--- config.mk ---
export PLATFORM = sky130hd
export DESIGN_NAME = serializer_ctrl
export DESIGN_NICKNAME = d
export VERILOG_FILES = /design/src/rtl/serializer_pkg.sv /design/src/rtl/piso_shift.sv /design/src/rtl/serializer_ctrl.sv
export SDC_FILE = /design/constraint.sdc
export NUM_CORES = 1
export LEC_CHECK = 0
export ABC_AREA = 0
export CAP_MARGIN = 20
export CORE_UTILIZATION = 25
export CTS_CLUSTER_SIZE = 12
export DETAILED_ROUTE_END_ITERATION = 8
export PLACE_DENSITY = 0.52
export REMOVE_ABC_BUFFERS = 1
export SLEW_MARGIN = 20
export SYNTH_ARGS = -nofsm -noshare
export SYNTH_HDL_FRONTEND = slang
export SYNTH_SLANG_ARGS = --single-unit
export TNS_END_PERCENT = 30
--- constraint.sdc ---
create_clock -name clk -period 2.6 [get_ports clk]
set_input_delay 0.52 -clock clk [delete_from_list [all_inputs] [get_ports clk]]
set_output_delay 0.52 -clock clk [all_outputs]
set_load 0.05 [all_outputs]
--- src/rtl/serializer_pkg.sv ---
// Shared types and defaults for the serializer controller.
// Optional parity support is selected by SERIALIZER_PARITY_EN in serializer_ctrl.
package serializer_pkg;

   localparam int DEFAULT_WIDTH = 16;

   typedef enum logic [1:0] {
      IDLE   = 2'd0,
      SHIFT  = 2'd1,
      PARITY = 2'd2
   } state_t;

endpackage

--- src/rtl/piso_shift.sv ---
// Parallel-in serial-out shift register; load has priority over shift.
// dir_i=1 presents and shifts out the MSB end, dir_i=0 the LSB end.
module piso_shift #(
   parameter int WIDTH = 16
) (
   input  logic             clk_i,
   input  logic             clear_i,
   input  logic             load_i,
   input  logic             shift_i,
   input  logic             dir_i,
   input  logic [WIDTH-1:0] din_i,
   output logic             bit_o
);

   logic [WIDTH-1:0] sr_q, sr_d;

   always_comb begin
      sr_d = sr_q;
      if (load_i) begin
         sr_d = din_i;
      end else if (shift_i) begin
         sr_d = dir_i ? {sr_q[WIDTH-2:0], 1'b0} : {1'b0, sr_q[WIDTH-1:1]};
      end
   end

   always_ff @(posedge clk_i or posedge clear_i) begin
      if (clear_i) sr_q <= '0;
      else         sr_q <= sr_d;
   end

   assign bit_o = dir_i ? sr_q[WIDTH-1] : sr_q[0];

endmodule

--- src/rtl/serializer_ctrl.sv ---
// Word-to-bit serializer with valid/ready input and framed serial output, 1-cycle accept latency.
// Define SERIALIZER_PARITY_EN to append an even-parity bit to each frame.
module serializer_ctrl
   import serializer_pkg::*;
#(
   parameter int WIDTH     = DEFAULT_WIDTH,
   parameter int MSB_FIRST = 1
) (
   input  logic             clk,
   input  logic             clear,
   input  logic [WIDTH-1:0] din,
   input  logic             din_valid,
   output logic             din_ready,
   output logic             sout,
   output logic             sout_valid,
   output logic             frame_first,
   output logic             frame_last,
   output logic             busy
);

   localparam int CW = $clog2(WIDTH + 1);
   localparam logic [CW-1:0] LAST_CNT = CW'(WIDTH - 1);

   state_t        state_q, state_d;
   logic [CW-1:0] cnt_q, cnt_d;
   logic          accept, last_bit, load, shift, data_bit;
`ifdef SERIALIZER_PARITY_EN
   logic          par_q, par_d;
`endif

   assign last_bit = (state_q == SHIFT) && (cnt_q == LAST_CNT);
`ifdef SERIALIZER_PARITY_EN
   assign din_ready = !clear && ((state_q == IDLE) || (state_q == PARITY));
`else
   assign din_ready = !clear && ((state_q == IDLE) || last_bit);
`endif
   assign accept = din_valid && din_ready;
   assign busy   = (state_q != IDLE);

   always_comb begin
      state_d = state_q;
      cnt_d   = cnt_q;
      load    = 1'b0;
      shift   = 1'b0;
      case (state_q)
         IDLE: begin
            if (accept) begin
               state_d = SHIFT;
               cnt_d   = '0;
               load    = 1'b1;
            end
         end
         SHIFT: begin
            if (!last_bit) begin
               shift = 1'b1;
               cnt_d = cnt_q + CW'(1);
            end else begin
`ifdef SERIALIZER_PARITY_EN
               state_d = PARITY;
`else
               // A same-edge accept chains the next frame with no idle gap.
               if (accept) begin
                  cnt_d = '0;
                  load  = 1'b1;
               end else begin
                  state_d = IDLE;
               end
`endif
            end
         end
`ifdef SERIALIZER_PARITY_EN
         PARITY: begin
            if (accept) begin
               state_d = SHIFT;
               cnt_d   = '0;
               load    = 1'b1;
            end else begin
               state_d = IDLE;
            end
         end
`endif
         default: state_d = IDLE;
      endcase
   end

`ifdef SERIALIZER_PARITY_EN
   always_comb begin
      par_d = par_q;
      if (load) par_d = ^din;
   end
`endif

   always_ff @(posedge clk or posedge clear) begin
      if (clear) begin
         state_q <= IDLE;
         cnt_q   <= '0;
`ifdef SERIALIZER_PARITY_EN
         par_q   <= 1'b0;
`endif
      end else begin
         state_q <= state_d;
         cnt_q   <= cnt_d;
`ifdef SERIALIZER_PARITY_EN
         par_q   <= par_d;
`endif
      end
   end

   piso_shift #(.WIDTH(WIDTH)) u_piso (
      .clk_i   (clk),
      .clear_i (clear),
      .load_i  (load),
      .shift_i (shift),
      .dir_i   (MSB_FIRST != 0),
      .din_i   (din),
      .bit_o   (data_bit)
   );

   always_comb begin
      sout        = 1'b0;
      sout_valid  = 1'b0;
      frame_first = 1'b0;
      frame_last  = 1'b0;
      if (state_q == SHIFT) begin
         sout        = data_bit;
         sout_valid  = 1'b1;
         frame_first = (cnt_q == '0);
`ifndef SERIALIZER_PARITY_EN
         frame_last  = last_bit;
`endif
      end
`ifdef SERIALIZER_PARITY_EN
      else if (state_q == PARITY) begin
         sout       = par_q;
         sout_valid = 1'b1;
         frame_last = 1'b1;
      end
`endif
   end

endmodule
==> load_flow_metrics.sql, run 1 <==
INSERT INTO impl_metrics (metric_group, metric, value, unit) VALUES
('layout', 'layout.cells.most_common_list', 'sky130_fd_sc_hd__dfrtp_1, sky130_fd_sc_hd__clkdlybuf4s50_1, sky130_fd_sc_hd__and2_1', ''),
('layout', 'ff_latch_area', '550.5', 'um2'),
('global_route', 'grt_max_degree', '21', ''),
('pwr', 'power.net_switching', '505.9', 'uW'),
('sta', 'number_of_endpoints_failing_setup_at_the_final_stage', '0', ''),
('sta', 'min_tclk_post_route', '2423', 'ps'),
('logic_synthesis', 'ys.warnings.count', '0', ''),
('logic_synthesis', 'syn-mean-instance-area', '11.87', 'um2'),
('logic_synthesis', 'synthDominantCellAreaShare', '50.40', '%'),
('placement', 'dp_hpwl', '1459', 'um'),
('detailed_routing', 'detailroute.via_count', '778', ''),
('layout', 'layout-area-overhead-vs-synth', '31.16', '%'),
('floorplan', 'dieWidth', '68.10', 'um'),
('global_route', 'overall_fraction_of_global_route_tracks_in_use', '10.77', '%'),
('pwr', 'power_report.internal_total', '960.9', 'uW'),
('detailed_routing', 'drt_drc_violations_left', '0', ''),
('setup_path', 'critical_path.startpoint_type', 'flop', ''),
('setup_path', 'r2r.worst_path.cells', '6', ''),
('cts', 'clkTransAtPathRegs', '80', 'ps'),
('pwr', 'pwr-share-clk', '21.7', '%'),
('sta', 'rsz0062_at_grt', 'no', ''),
('min_path', 'worst_hold_path_type', 'reg -> reg', ''),
('detailed_routing', 'dr.first_iter.drc_count', '39', ''),
('floorplan', 'floorplan.rows', '23', ''),
('logic_synthesis', 'synth.cell_area', '0.001092', 'mm2'),
('logic_synthesis', 'ys_top_cells_by_area', 'sky130_fd_sc_hd__dfrtp_1, sky130_fd_sc_hd__a221o_2, sky130_fd_sc_hd__and2_1', ''),
('floorplan', 'die-height', '68.10', 'um'),
('floorplan', 'io-pin-count', '25', ''),
('cts', 'clock-root-buffer', 'sky130_fd_sc_hd__clkbuf_8', ''),
('sta', 'hold_viol_final', '0', ''),
('placement', 'detailed_place.area', '0.001361', 'mm2'),
('logic_synthesis', 'biggest_area_consumer_among_synthesized_cells', 'sky130_fd_sc_hd__dfrtp_1', ''),
('layout', 'final_common_cell', 'sky130_fd_sc_hd__dfrtp_1', ''),
('setup_path', 'timing.critical_path.arrival', '1900', 'ps'),
('sta', 'drv_slew', '0', ''),
('global_route', 'antenna_found_initial', '0', ''),
('setup_path', 'setup.worst_path.class', 'reg -> out', ''),
('layout', 'final.fill_count', '407', ''),
('placement', 'placed_instance_count', '162', ''),
('cts', 'post-cts-setup-buffers', '0', ''),
('layout', 'final_layout_size_suffix_gt1_share', '19.83', '%'),
('floorplan', 'core_region_area', '0.004086', 'mm2'),
('detailed_routing', 'dr.pass1.iters', '2', ''),
('cts', 'tritoncts', 'built', ''),
('placement', 'port_buffers', '24', ''),
('detailed_routing', 'avgViaCountPerCell', '4.687', ''),
('cts', 'clock-sinks', '22', ''),
('logic_synthesis', 'post_synth_num_cell_types', '27', ''),
('logic_synthesis', 'yosysSeqAreaShare', '50.40', '%'),
('sta', 'maxClockFrequency', '412.7', 'MHz'),
('pwr', 'static-leakage-power', '0.6601', 'nW'),
('cts', 'cts_max_level', '1', ''),
('floorplan', 'die_area', '0.004638', 'mm2'),
('layout', 'layout.cells.non_filler', '166', ''),
('status', 'outcome', 'finished, final reports clean', ''),
('layout', 'design.final.nets', '139', ''),
('sta', 'period_utilisation_layout', '93.19', '%'),
('detailed_routing', 'postRouteAntennaNets', '0', ''),
('sta', 'final.setup_skew', '0.8865', 'ps'),
('setup_path', 'critical_path.max_fanout', '20', ''),
('floorplan', 'start_util', '26.73', '%'),
('logic_synthesis', 'ys_ff_latch', '22', ''),
('logic_synthesis', 'cells_after_synth', '92', ''),
('detailed_routing', 'wire_per_inst', '13.01', 'um'),
('sta', 'max_slew_margin', '67.53', '%'),
('cts', 'clock_latency', '260', 'ps'),
('pwr', 'seqPwrFrac', '37.7', '%'),
('setup_path', 'critPathRequiredTime', '2080', 'ps'),
('pwr', 'comb_power_share', '40.6', '%'),
('global_route', 'first_global_vias', '771', ''),
('layout', 'num_antenna_cells', '0', '');
-- power by group through the flow --
stage	clock (mW)	combinational [mW]	sequential, mW
3_5_place_dp	0	0.600	0.554
2_1_floorplan	0	0.394	0.566
5_1_grt	0.348	0.662	0.567
6_report	0.319	0.595	0.553
3_3_place_gp	0	0.585	0.551
4_1_cts	0.328	0.600	0.551
-- flip-flops by register name, indices dropped and copies added (netlist names) --
register     flops
cnt_q            5
state_q          1
u_piso.sr_q     16
-- per-stage QoR --
| step | setup WS, ps | TNS, ps | total power, mW | utilization, % | hold WS [ps] |
|---|---|---|---|---|---|
| after global routing | 45.91 | 0 | 1.578 | 35.06 | 515.2 |
| after floorplan | -446.1 | -446.1 | 0.9601 | - | 470.4 |
| after global placement | 264.5 | 0 | 1.137 | 33.31 | 487.8 |
| final | 177.1 | 0 | 1.467 | 35.06 | 505.9 |
| after CTS | 82.83 | 0 | 1.479 | 35.03 | 508.2 |
| after detailed placement | 237.6 | 0 | 1.155 | 33.31 | 489.3 |
-- synth_stat cells (all sizes together) --
| library cell | n |
|---|---|
| a211o | 1 |
| a21oi | 1 |
| a221o | 15 |
| and2 | 17 |
| and2b | 1 |
| and3 | 2 |
| buf | 5 |
| clkbuf | 2 |
| dfrtp | 22 |
| ha | 3 |
| inv | 6 |
| mux2 | 1 |
| mux2i | 1 |
| nand2 | 5 |
| nand2b | 1 |
| nand3 | 1 |
| nor2 | 1 |
| nor3b | 2 |
| nor4 | 1 |
| o22ai | 2 |
| o31ai | 1 |
| xor2 | 1 |
-- cells by family after synthesis --
family / Yosys count / synth area share [%]
buffers and inverters: 13 / 7.904
AO/OA/AOI/OAI: 20 / 18.21
AND/OR/NAND/NOR: 31 / 17.30
flip-flops: 22 / 50.40
XOR/XNOR: 1 / 0.8020
adder cells (fa/ha/maj): 3 / 3.437
multiplexers: 2 / 1.947
-- worst paths after layout --
| check | start | end | slack (ps) |
|---|---|---|---|
| hold / removal | u_piso.sr_q[14] | u_piso.sr_q[14] | 510 |
| setup reg to reg | cnt_q[0] | u_piso.sr_q[8] | 460 |
| hold reg to reg | u_piso.sr_q[14] | u_piso.sr_q[14] | 510 |
| max in group asynchronous | clear | u_piso.sr_q[10] | 1580 |
| setup / recovery | cnt_q[0] | din_ready | 180 |
| min in group asynchronous | clear | cnt_q[4] | 520 |
-- metal layers --
| layer | part of all wire, % | global-route usage (%) | up-vias |
|---|---|---|---|
| met4 | 0 | 2.344 | 0 |
| met5 | 0 | 0 | - |
| met2 | 44 | 16.30 | 22 |
| li1 | - | - | 376 |
| met1 | 51 | 15.15 | 380 |
| met3 | 4.7 | 3.000 | 0 |
-- critical path, stage by stage, from the launching register on --
cell and delay [ps]:
sky130_fd_sc_hd__dfrtp_1 420, sky130_fd_sc_hd__ha_1 230, sky130_fd_sc_hd__and3_1 150, sky130_fd_sc_hd__ha_1 190, sky130_fd_sc_hd__and2b_4 380, sky130_fd_sc_hd__nor2_1 110
sky130_fd_sc_hd__buf_12 160
-- final cells by class --
class	instances	area share, %
clock buffers	3	2.882
clock inverters	1	2.096
repair buffers	27	18.78
well taps	50	4.367
inverters	6	1.572
multi-input cells	57	31.88
flip-flops and latches	22	38.43
-- repair_timing --
action / 4_1_cts / 5_1_grt
hold endpoints to repair: 0 / 0
setup endpoints to repair: 1 / 1
gates cloned: 0 / 0
resized for setup: 1 / 1
Note: power is estimated with default switching activity, not from simulation.
==> run 2, diff against run 1 <==
CORE_MARGIN = 2   (was not set)
==> run 2 against run 1 <==
Cell count stayed put. Wire length is 1.2% higher. Maximum frequency shrank 2.7%. Clock power shrank 37%. Clock-buffer cell count is the same. Highest routed layer is now met4. Critical path type unchanged. Clock skew grew 0.60 ps. Sequential cell count stayed put.
==> load_flow_metrics.sql, run 2 (synthesized netlist as in run 1, its figures left out) <==
INSERT INTO impl_metrics (metric_group, metric, value, unit) VALUES
('status', 'outcome', 'finished, final reports clean', ''),
('setup_path', 'critical_path.startpoint_type', 'flop', ''),
('layout', 'largest_register_ff_count', '16', ''),
('global_route', 'grt_util_met3', '2.597', '%'),
('global_route', 'grt_remaining_overflow', '0', ''),
('layout', 'layout-area-overhead-vs-synth', '28.18', '%'),
('placement', 'placed_instance_count', '163', ''),
('sta', 'max_slew_margin', '44.33', '%'),
('placement', 'gp_congestion', '0.7074', ''),
('setup_path', 'timing.rr.end', 'cnt_q[0]', ''),
('cts', 'cts_buf_count', '3', ''),
('layout', 'layout.cells.non_filler', '166', ''),
('global_route', 'grt_pass1_wl', '4043', 'um'),
('layout', 'num_antenna_cells', '0', ''),
('setup_path', 'critPathRequiredTime', '2080', 'ps'),
('detailed_routing', 'drt_drc_violations_left', '0', ''),
('floorplan', 'floorplan.rows', '24', ''),
('setup_path', 'ff2ff_setup_slack', '430', 'ps'),
('layout', 'regMostFlops', 'u_piso.sr_q', ''),
('cts', 'tritoncts', 'built', ''),
('floorplan', 'dieWidth', '70.10', 'um'),
('setup_path', 'crit_end_category', 'primary output', ''),
('global_route', 'grt_max_degree', '21', ''),
('placement', 'port_buffers', '24', ''),
('cts', 'cts_max_level', '1', ''),
('setup_path', 'r2r.worst_path.cells', '6', ''),
('pwr', 'comb_power_share', '43.5', '%'),
('min_path', 'min_delay_worst_endpoint', 'u_piso.sr_q[12]', ''),
('layout', 'design.final.nets', '138', ''),
('setup_path', 'critical_path.max_fanout', '4', ''),
('layout', 'layout.cells.most_common_list', 'sky130_fd_sc_hd__dfrtp_1, sky130_fd_sc_hd__clkdlybuf4s50_1, sky130_fd_sc_hd__and2_1', ''),
('setup_path', 'setup.worst_path.class', 'reg -> out', ''),
('floorplan', 'die-height', '70.10', 'um'),
('floorplan', 'die_area', '0.004914', 'mm2'),
('pwr', 'pwr-share-clk', '15.0', '%'),
('global_route', 'antenna_found_initial', '0', ''),
('cts', 'cts_hold_buf', '0', ''),
('cts', 'clock_latency', '250', 'ps'),
('sta', 'hold_viol_final', '0', ''),
('global_route', 'first_global_vias', '887', ''),
('global_route', 'grt_util_met1', '13.02', '%'),
('pwr', 'power.net_switching', '484.7', 'uW'),
('sta', 'period_utilisation_layout', '95.79', '%'),
('cts', 'clock-root-buffer', 'sky130_fd_sc_hd__clkbuf_8', ''),
('layout', 'reg.largest.list', 'u_piso.sr_q: 16 flops, cnt_q: 5 flops, state_q: 1 flops', ''),
('cts', 'post-cts-setup-buffers', '0', ''),
('placement', 'dp_hpwl', '1463', 'um'),
('min_path', 'worst_hold_path_type', 'reg -> reg', ''),
('detailed_routing', 'dr.first_iter.drc_count', '64', ''),
('layout', 'final_layout_size_suffix_gt1_share', '17.54', '%'),
('global_route', 'groute.layer.met2.usage', '16.19', '%'),
('cts', 'clkTransAtPathRegs', '70', 'ps'),
('cts', 'clock-sinks', '22', ''),
('layout', 'utilization_after_layout', '32.60', '%'),
('setup_path', 'timing.critical_path.arrival', '1970', 'ps'),
('floorplan', 'io-pin-count', '25', ''),
('global_route', 'busiest_layer_in_global_routing', 'met2', ''),
('pwr', 'fin_total_pwr', '1.336', 'mW'),
('pwr', 'p_sw_share', '36.29', '%'),
('cts', 'max-clock-path-buffers', '2', ''),
('sta', 'fin_tns_setup', '0', 'ps'),
('pwr', 'seqPwrFrac', '41.5', '%'),
('pwr', 'static-leakage-power', '0.6381', 'nW'),
('pwr', 'vdd_drop_max', '0.2406', 'mV'),
('sta', 'drv_slew', '0', ''),
('floorplan', 'start_util', '25.44', '%'),
('detailed_routing', 'detailroute.via_count', '778', ''),
('sta', 'min_tclk_post_route', '2491', 'ps'),
('detailed_routing', 'postRouteWirelength', '2184', 'um'),
('sta', 'worst_margin_slew', '835.0', 'ps'),
('run', 'max_cap_violations', '0', ''),
('detailed_routing', 'postRouteAntennaNets', '0', ''),
('sta', 'maxClockFrequency', '401.5', 'MHz'),
('min_path', 'worst_hold_startpoint', 'u_piso.sr_q[12]', ''),
('sta', 'rsz0062_at_grt', 'no', ''),
('global_route', 'overall_fraction_of_global_route_tracks_in_use', '9.988', '%'),
('pwr', 'power_report.internal_total', '850.9', 'uW'),
('detailed_routing', 'dr.pass1.iters', '4', ''),
('pwr', 'powerDensity', '953.9', 'mW/mm2'),
('sta', 'number_of_endpoints_failing_setup_at_the_final_stage', '0', ''),
('detailed_routing', 'avgViaCountPerCell', '4.687', ''),
('min_path', 'hold-path-cell-count', '1', ''),
('layout', 'final.fill_count', '436', ''),
('floorplan', 'core_region_area', '0.004294', 'mm2'),
('layout', 'stdcell_area', '0.001400', 'mm2'),
('sta', 'final.setup_skew', '1.491', 'ps'),
('detailed_routing', 'wire_per_inst', '13.16', 'um'),
('placement', 'detailed_place.area', '0.001359', 'mm2'),
('setup_path', 'worst_r2r_startpoint', 'cnt_q[0]', '');
## run 2: layout make-up
cell class	instances	area, um2	area share [%]
sequential	22	550.5	39.32
multi-input combinational	57	456.7	32.62
timing repair buffer	26	264.0	18.86
tap	52	65.06	4.647
clock buffer	3	41.29	2.949
inverter	6	22.52	1.609
## run 2: through the flow
step	hold slack (ps)	worst slack, ps
3_5_place_dp	487.6	222.5
6_report	506.4	109.4
4_1_cts	512.5	100.8
5_1_grt	530.8	12.76
2_1_floorplan	470.4	-446.1
3_3_place_gp	487.1	265.8
## run 2: timing repair
item,CTS,global route
endpoints found under the setup margin,1,1
pin swaps,0,0
resized for setup,1,1
## run 2: power by group through the flow
stage	clock, mW	combinational [mW]	sequential, mW
6_report	0.201	0.580	0.554
5_1_grt	0.224	0.652	0.574
4_1_cts	0.212	0.588	0.553
3_5_place_dp	0	0.588	0.555
3_3_place_gp	0	0.577	0.551
2_1_floorplan	0	0.394	0.566
## run 2: worst max-delay path by stage
| stage | from | endpoint | slack (ps) | cells past startpoint |
|---|---|---|---|---|
| 3_3_place_gp | cnt_q[0] | frame_last | 270 | 5 |
| 6_report | cnt_q[0] | frame_first | 110 | 5 |
| 5_1_grt | cnt_q[1] | frame_first | 10 | 5 |
| 4_1_cts | cnt_q[0] | din_ready | 100 | 6 |
| 3_5_place_dp | cnt_q[0] | frame_last | 220 | 5 |
| 2_1_floorplan | state_q[0] | frame_first | -450 | 2 |
## run 2: metal layers
layer  vias up  wire (um)  part of all wire [%]
met5         -          0                     0
met4         0         21                  0.96
li1        374          -                     -
met1       387       1068                    49
met3         2        100                   4.6
met2        15        994                    46
## run 2: critical path, cell delays in order (launching register included)
cell and delay, ps:
sky130_fd_sc_hd__dfrtp_1 420, sky130_fd_sc_hd__inv_1 70, sky130_fd_sc_hd__ha_1 140, sky130_fd_sc_hd__nand2_1 40
sky130_fd_sc_hd__nor4_1 190, sky130_fd_sc_hd__clkdlybuf4s50_1 860
